--- config.mk ---
export PLATFORM = sky130hd
export DESIGN_NAME = intpol2_iq_sink
export DESIGN_NICKNAME = d
export VERILOG_FILES = /design/src/rtl/intpol2_pkg.sv /design/src/rtl/intpol2_iq_sink.sv
export SDC_FILE = /design/constraint.sdc
export NUM_CORES = 1
export LEC_CHECK = 0
export ABC_CLOCK_PERIOD_IN_PS = 2450
export CAP_MARGIN = 15
export CORE_ASPECT_RATIO = 1.5
export CORE_MARGIN = 2
export CORE_UTILIZATION = 47
export CTS_CLUSTER_SIZE = 30
export DETAILED_ROUTE_END_ITERATION = 16
export DONT_BUFFER_PORTS = 1
export PLACE_DENSITY = 0.74
export SLEW_MARGIN = 20
export SYNTH_ARGS = -nofsm -noshare
export SYNTH_HDL_FRONTEND = slang
export SYNTH_SLANG_ARGS = --single-unit
export TNS_END_PERCENT = 20
--- constraint.sdc ---
create_clock -name clk -period 2.45 [get_ports clk]
set_input_delay 0.49 -clock clk [delete_from_list [all_inputs] [get_ports clk]]
set_output_delay 0.49 -clock clk [all_outputs]
set_load 0.02 [all_outputs]
--- src/rtl/intpol2_pkg.sv ---
// rtl/intpol2_pkg.sv - shared types and default widths for the IQ interpolator path
package intpol2_pkg;

  localparam int IQ_DATA_WIDTH = 12;
  localparam int IQ_ADDR_WIDTH = 20;

  typedef enum logic [1:0] {
    IDLE = 2'd0,
    RUN  = 2'd1,
    DONE = 2'd2
  } sink_state_e;

endpackage

--- src/rtl/intpol2_iq_sink.sv ---
// rtl/intpol2_iq_sink.sv - drains len IQ pairs from the output FIFOs into sample memory
module intpol2_iq_sink
  import intpol2_pkg::*;
#(
  parameter int DATA_WIDTH = IQ_DATA_WIDTH,
  parameter int ADDR_WIDTH = IQ_ADDR_WIDTH
) (
  input  logic                  clk,
  input  logic                  rstn,
  input  logic                  start_i,
  input  logic [ADDR_WIDTH-1:0] len_i,
  input  logic                  Empty_i,
  input  logic [DATA_WIDTH-1:0] data_I_i,
  input  logic [DATA_WIDTH-1:0] data_Q_i,
  output logic                  Read_Enable_o,
  output logic                  Write_Enable_o,
  output logic [ADDR_WIDTH-1:0] addr_o,
  output logic [DATA_WIDTH-1:0] data_I_o,
  output logic [DATA_WIDTH-1:0] data_Q_o,
  output logic                  busy_o,
  output logic                  done_o
);

  sink_state_e           state_q, state_d;
  logic [ADDR_WIDTH-1:0] len_q, len_d;
  logic [ADDR_WIDTH-1:0] rd_cnt_q, rd_cnt_d;
  logic [ADDR_WIDTH-1:0] wr_cnt_q, wr_cnt_d;
  logic                  we_q, we_d;
  logic                  rd_en;
  logic                  last_wr;

  always_ff @(posedge clk or negedge rstn) begin
    if (!rstn) begin
      state_q  <= IDLE;
      len_q    <= '0;
      rd_cnt_q <= '0;
      wr_cnt_q <= '0;
      we_q     <= 1'b0;
    end else begin
      state_q  <= state_d;
      len_q    <= len_d;
      rd_cnt_q <= rd_cnt_d;
      wr_cnt_q <= wr_cnt_d;
      we_q     <= we_d;
    end
  end

  // len_q is never zero in RUN, so len_q - 1 cannot underflow there.
  assign last_wr = we_q && (wr_cnt_q == len_q - ADDR_WIDTH'(1));

  always_comb begin
    state_d  = state_q;
    len_d    = len_q;
    rd_cnt_d = rd_cnt_q;
    wr_cnt_d = wr_cnt_q;
    we_d     = 1'b0;
    rd_en    = 1'b0;
    case (state_q)
      IDLE: begin
        if (start_i) begin
          len_d    = len_i;
          rd_cnt_d = '0;
          wr_cnt_d = '0;
          state_d  = (len_i == '0) ? DONE : RUN;
        end
      end
      RUN: begin
        rd_en = !Empty_i && (rd_cnt_q != len_q);
        we_d  = rd_en;
        if (rd_en) begin
          rd_cnt_d = rd_cnt_q + ADDR_WIDTH'(1);
        end
        if (we_q) begin
          wr_cnt_d = wr_cnt_q + ADDR_WIDTH'(1);
        end
        if (last_wr) begin
          state_d = DONE;
        end
      end
      DONE: begin
        state_d = IDLE;
      end
      default: begin
        state_d = IDLE;
      end
    endcase
  end

  assign Read_Enable_o  = rd_en;
  assign Write_Enable_o = we_q;
  assign addr_o         = wr_cnt_q;
  assign data_I_o       = data_I_i;
  assign data_Q_o       = data_Q_i;
  assign busy_o         = (state_q != IDLE);
  assign done_o         = (state_q == DONE);

endmodule
* Yosys cells after proc, flatten, opt, wreduce, memory -nomap -nowiden
Cells that the tools add are included.
** Word-level totals
- Flip-flop bits (word level) :: 63
- Bits of input ports :: 48
- Output and inout port bits :: 48
** Operators by class
- $add $sub $neg :: 3
- Equality and inequality tests :: 8
- Muxes and demuxes :: 10
- Reduce and logical (&&, ||, !) cells :: 11
** Operators by type and width (number)
- $pmux 20 s2 :: 2
- $mux 20 :: 3
- $add 20x1->20 const B :: 2
- $eq 20x20->1 :: 1
- $logic_not 20->1 :: 1
- $ne 20x20->1 :: 1
- $sub 20x1->20 const B :: 1
- $ne 2x2->1 const B :: 4
- $mux 2 :: 3
- $reduce_and 3->1 :: 2
- $pmux 2 s2 :: 1
- $reduce_and 2->1 :: 2
- $reduce_bool 2->1 :: 2
- $eq 2x1->1 const B :: 1
- $eq 2x2->1 const B :: 1
- $logic_and 1x1->1 :: 2
- $logic_not 2->1 :: 1
- $logic_not 1->1 :: 1
- $mux 1 :: 1

* Longest topological paths before layout
- Word-level depth :: 5
- Gate-level depth with buffers :: 9
- Mapped depth without buffers :: 8

* Least setup slack after synthesis
OpenSTA, ideal clock, no wires.
- Path type :: reg-to-reg
- From :: register len_q[0]
- To :: register state_q[1]
- Data arrival time :: 2.478 ns
- Data required time :: 2.346 ns
- Slack :: -0.132 ns
- Stages on the path, launching flop included :: 10
- Buffers on the path :: 1
- Period minus slack after synthesis :: 2.582 ns
- Path through :: dfrtp_1 -> inv_1 -> ha_1 -> or4b_1 -> buf_2 -> or4_1 -> or4_1 -> o21ai_2 -> o22ai_1 -> o41ai_2
** On the way
- Word-level cells in the longest chain between the ends :: 5
** Ends and longest elaborated chain
- start, declared :: RTL line intpol2_iq_sink.sv:25 : logic [ADDR_WIDTH-1:0] len_q, len_d;
- start signal, assigned :: RTL line intpol2_iq_sink.sv:41 : len_q <= len_d;
- $sub 20x1->20 :: RTL line intpol2_iq_sink.sv:49 : assign last_wr = we_q && (wr_cnt_q == len_q - ADDR_WIDTH'(1));
- $eq 20x20->1 :: RTL line intpol2_iq_sink.sv:49
- $logic_and 1x1->1 :: RTL line intpol2_iq_sink.sv:49
- $ne 2x2->1 (no line)
- $reduce_and 2->1 (no line)
- end signal, assigned :: RTL line intpol2_iq_sink.sv:40 : state_q <= state_d;
- end, declared :: RTL line intpol2_iq_sink.sv:24 : sink_state_e state_q, state_d;
No other way between the ends.
A chain may end at the register's enable or synchronous reset.

* Final worst setup path
- From :: register len_q[1]
- To :: register state_q[1]
Same word-level chain as after synthesis.

==> impl_metrics.py <==
metrics = {
    "run_status": {
        "status": "finished with violations",
        "violations": "setup timing",
    },
    "setup_path": {
        "path_cells": "buf_4, or4_4, or2_1, or4_1, a22oi_2, nand4_1, o41ai_2",
        "end_kind": "flop",
        "path_max_fanout": 2,
        "path_class": "reg2reg",
        "cp-start-kind": "flop",
        "slowest_stage": "or4_4",
        "cp_data_arrival_time_ns": 2.76,
        "critPathRequiredTime_ns": 2.69,
        "max_stage_delay_ns": 0.54,
    },
    "clock_network": {
        "clock_latency_ns": 0.34,
        "clk_root_buffer_cell": "clkbuf_16",
        "cts_tree": "done",
        "clkTransAtPathRegs_ns": 0.05,
        "cts.sinks": 63,
        "clockBufferDepth": 2,
        "h-tree-depth": 3,
        "cts_made_buffers": 9,
    },
    "route": {
        "drcViolationCount": 0,
        "drt_wl_total_mm": 11.03,
        "vias": 3750,
        "drt.antenna.violating_nets": 0,
        "drtIter0Drc": 375,
        "drt-vias-per-instance": 5.943,
        "avgRoutedWirePerCell_um": 17.49,
        "drtPass1Iterations": 5,
    },
    "placed_design": {
        "dp_cells": 613,
        "dp_hpwl_mm": 8.161,
        "finalWeightedCongestion": 0.9190,
        "dpl_cell_area_um2": 4468,
        "port_buffers": 0,
    },
    "synthesis": {
        "syn_inst": 513,
        "ys_types": 59,
        "syn_area_per_cell_um2": 8.415,
        "ys_warn_count": 0,
        "synth_seq_cells": 63,
        "async_reset_ff_frac": 1.000,
        "synth_ff_type": "dfrtp_1",
        "syn_area_um2": 4317,
        "synth_edf_count": 0,
        "ys_seq_area_frac": 0.3652,
        "synth_nets": 564,
    },
    "run": {
        "max-cap-violations": 0,
    },
    "grt": {
        "antenna_found_initial": 0,
        "grt_pass1_wl_mm": 18.39,
        "grt_pass1_vias": 3685,
        "grt.total_usage": 0.2430,
        "grt.overflow.total": 0,
        "grt_max_degree": 64,
    },
    "finish": {
        "stdcell_count": 631,
        "final_util": 0.5437,
        "seq_area_um2": 1577,
        "fill_cells": 792,
        "area_delta_synth_final_pct": 11.86,
        "final_nets": 567,
        "antenna_cells": 0,
        "design_area_um2": 4828,
        "drive_gt1_frac": 0.1478,
        "multiInputGateArea_um2": 2427,
    },
    "pwr": {
        "ir_drop_mv": 0.4490,
        "leakage_uw": 0.002055,
        "cellPowerDensity_nw_per_um2": 751.6,
    },
    "die": {
        "core_area_um2": 8881,
        "dieWidth_um": 82.25,
        "ios": 96,
        "die_area_um2": 9983,
        "die_y_um": 121.4,
        "rows": 42,
        "initial_utilization": 0.4861,
    },
    "sta": {
        "clock_skew_ns": 0.006920,
        "worst_slew_pin_slew_ns": 0.4877,
        "slew_headroom": 0.6724,
        "layout_min_cycle_time_ns": 2.528,
        "setup_tns_ns": -0.1109,
        "fmax_mhz": 395.6,
        "rsz0062_at_grt": "true",
        "finalCritPeriodShare": 1.032,
        "final-setup-viol-count": 2,
        "hold_viol": 0,
        "setup_ws_ns": -0.07776,
        "whs_ns": 0.01315,
        "drv_slew": 0,
    },
    "worst_hold_path": {
        "hold_path_class": "in2async",
    },
}
## per-stage QoR
stage / total power (uW) / setup WS (ns)
2_1_floorplan: 2102 / -0.1271
3_3_place_gp: 2313 / -0.08564
3_5_place_dp: 2338 / -0.1870
4_1_cts: 3642 / -0.07858
5_1_grt: 3841 / -0.1957
6_report: 3629 / -0.07776
## worst max-delay path, delay by kind of cell (launching register included)
| kind | cells | cell delay, ns |
|---|---|---|
| buffers and inverters | 1 | 0.14 |
| AOI/OAI and AO/OA | 2 | 0.46 |
| DFF | 1 | 0.38 |
| and+or+nand+nor | 4 | 1.44 |
## state kept, by name, indices dropped and copies added, names as in the netlist
register / count
Write_Enable_o: 1
addr_o: 20
len_q: 20
rd_cnt_q: 20
state_q: 2
## final cells by class
| type | instances | area share |
|---|---|---|
| sequential | 63 | 0.3265 |
| tap | 110 | 0.02850 |
| timing repair buffer | 43 | 0.07100 |
| inverter | 13 | 0.01011 |
| clock buffer | 13 | 0.05805 |
| clock inverter | 3 | 0.003110 |
| multi-input combinational | 386 | 0.5027 |
## metal layers
metal | share of wire | vias up | GRT usage
met5 | 0 | - | 0
met4 | 0.021 | 0 | 0.09167
met3 | 0.065 | 17 | 0.05804
met2 | 0.49 | 111 | 0.3846
met1 | 0.42 | 1837 | 0.3170
li1 | - | 1785 | -
## synth_stat cells, types with 8 or more instances
cell,count,area (um2)
nand2_1,78,292.8
dfrtp_1,63,1577
xnor2_1,52,455.4
nor2_1,41,153.9
buf_4,26,195.2
clkbuf_1,20,75.07
nand3_1,20,100.1
nand4_1,19,118.9
o21ai_0,18,90.09
a21oi_1,16,80.08
xor2_1,16,140.1
inv_1,13,48.80
a31oi_1,12,75.07
nor4_1,11,68.82
and4_1,10,87.58
nor3_1,8,40.04
or3_1,8,50.05
or4_1,8,60.06
## power by group
| part | internal [uW] | switching, uW | total, uW |
|---|---|---|---|
| Combinational | 459 | 503 | 963 |
| Clock | 789 | 456 | 1240 |
| Sequential | 1170 | 248 | 1420 |
| Total | 2420 | 1210 | 3630 |
## final timing paths
check                      slack (ns)  cells past startpoint      start            to
max                             -0.08                      7   len_q[1]    state_q[1]
min in group clk                 0.26                      2  len_i[16]     len_q[16]
max in group asynchronous        2.15                      1       rstn  rd_cnt_q[12]
min                              0.01                      1       rstn    addr_o[19]
max reg2reg                     -0.08                      7   len_q[1]    state_q[1]
min reg2reg                      0.58                      2  len_q[19]     len_q[19]
## cell families after synthesis
logic type | after synthesis | synth area share
adders and majority gates | 3 | 0.008697
AOI/OAI and AO/OA | 73 | 0.1087
buffers and inverters | 64 | 0.08116
xor gates and xnor gates | 68 | 0.1380
muxes | 3 | 0.007246
DFF | 63 | 0.3652
and+or+nand+nor | 239 | 0.2910
## cells in the final DEF, fill, tap and decap left out, types with 4 or more instances in the layout
cell        n
or3_1       8
a31oi_1    12
nand2_1    78
clkbuf_8    4
and3_1      6
and2_1      5
xor2_1     16
nor3_1      8
nor2_1     40
a21oi_1    16
xnor2_1    52
nand3_1    20
dfrtp_1    63
clkbuf_16   9
or4_1       8
nand4_1    19
nand2b_1    4
o31ai_1     4
buf_4      42
nor4_1     10
inv_1      12
o21ai_0    17
and4_1     10
## timing repair
| item | in CTS | in global routing |
|---|---|---|
| setup buffers | 1 | 0 |
| hold buffers | 1 | 0 |
| gates resized for setup | 5 | 4 |
| pin swaps | 4 | 1 |
| endpoints found under the setup margin | 2 | 3 |
| endpoints found under the hold margin | 63 | 0 |
(Power assumes the default switching activity.)
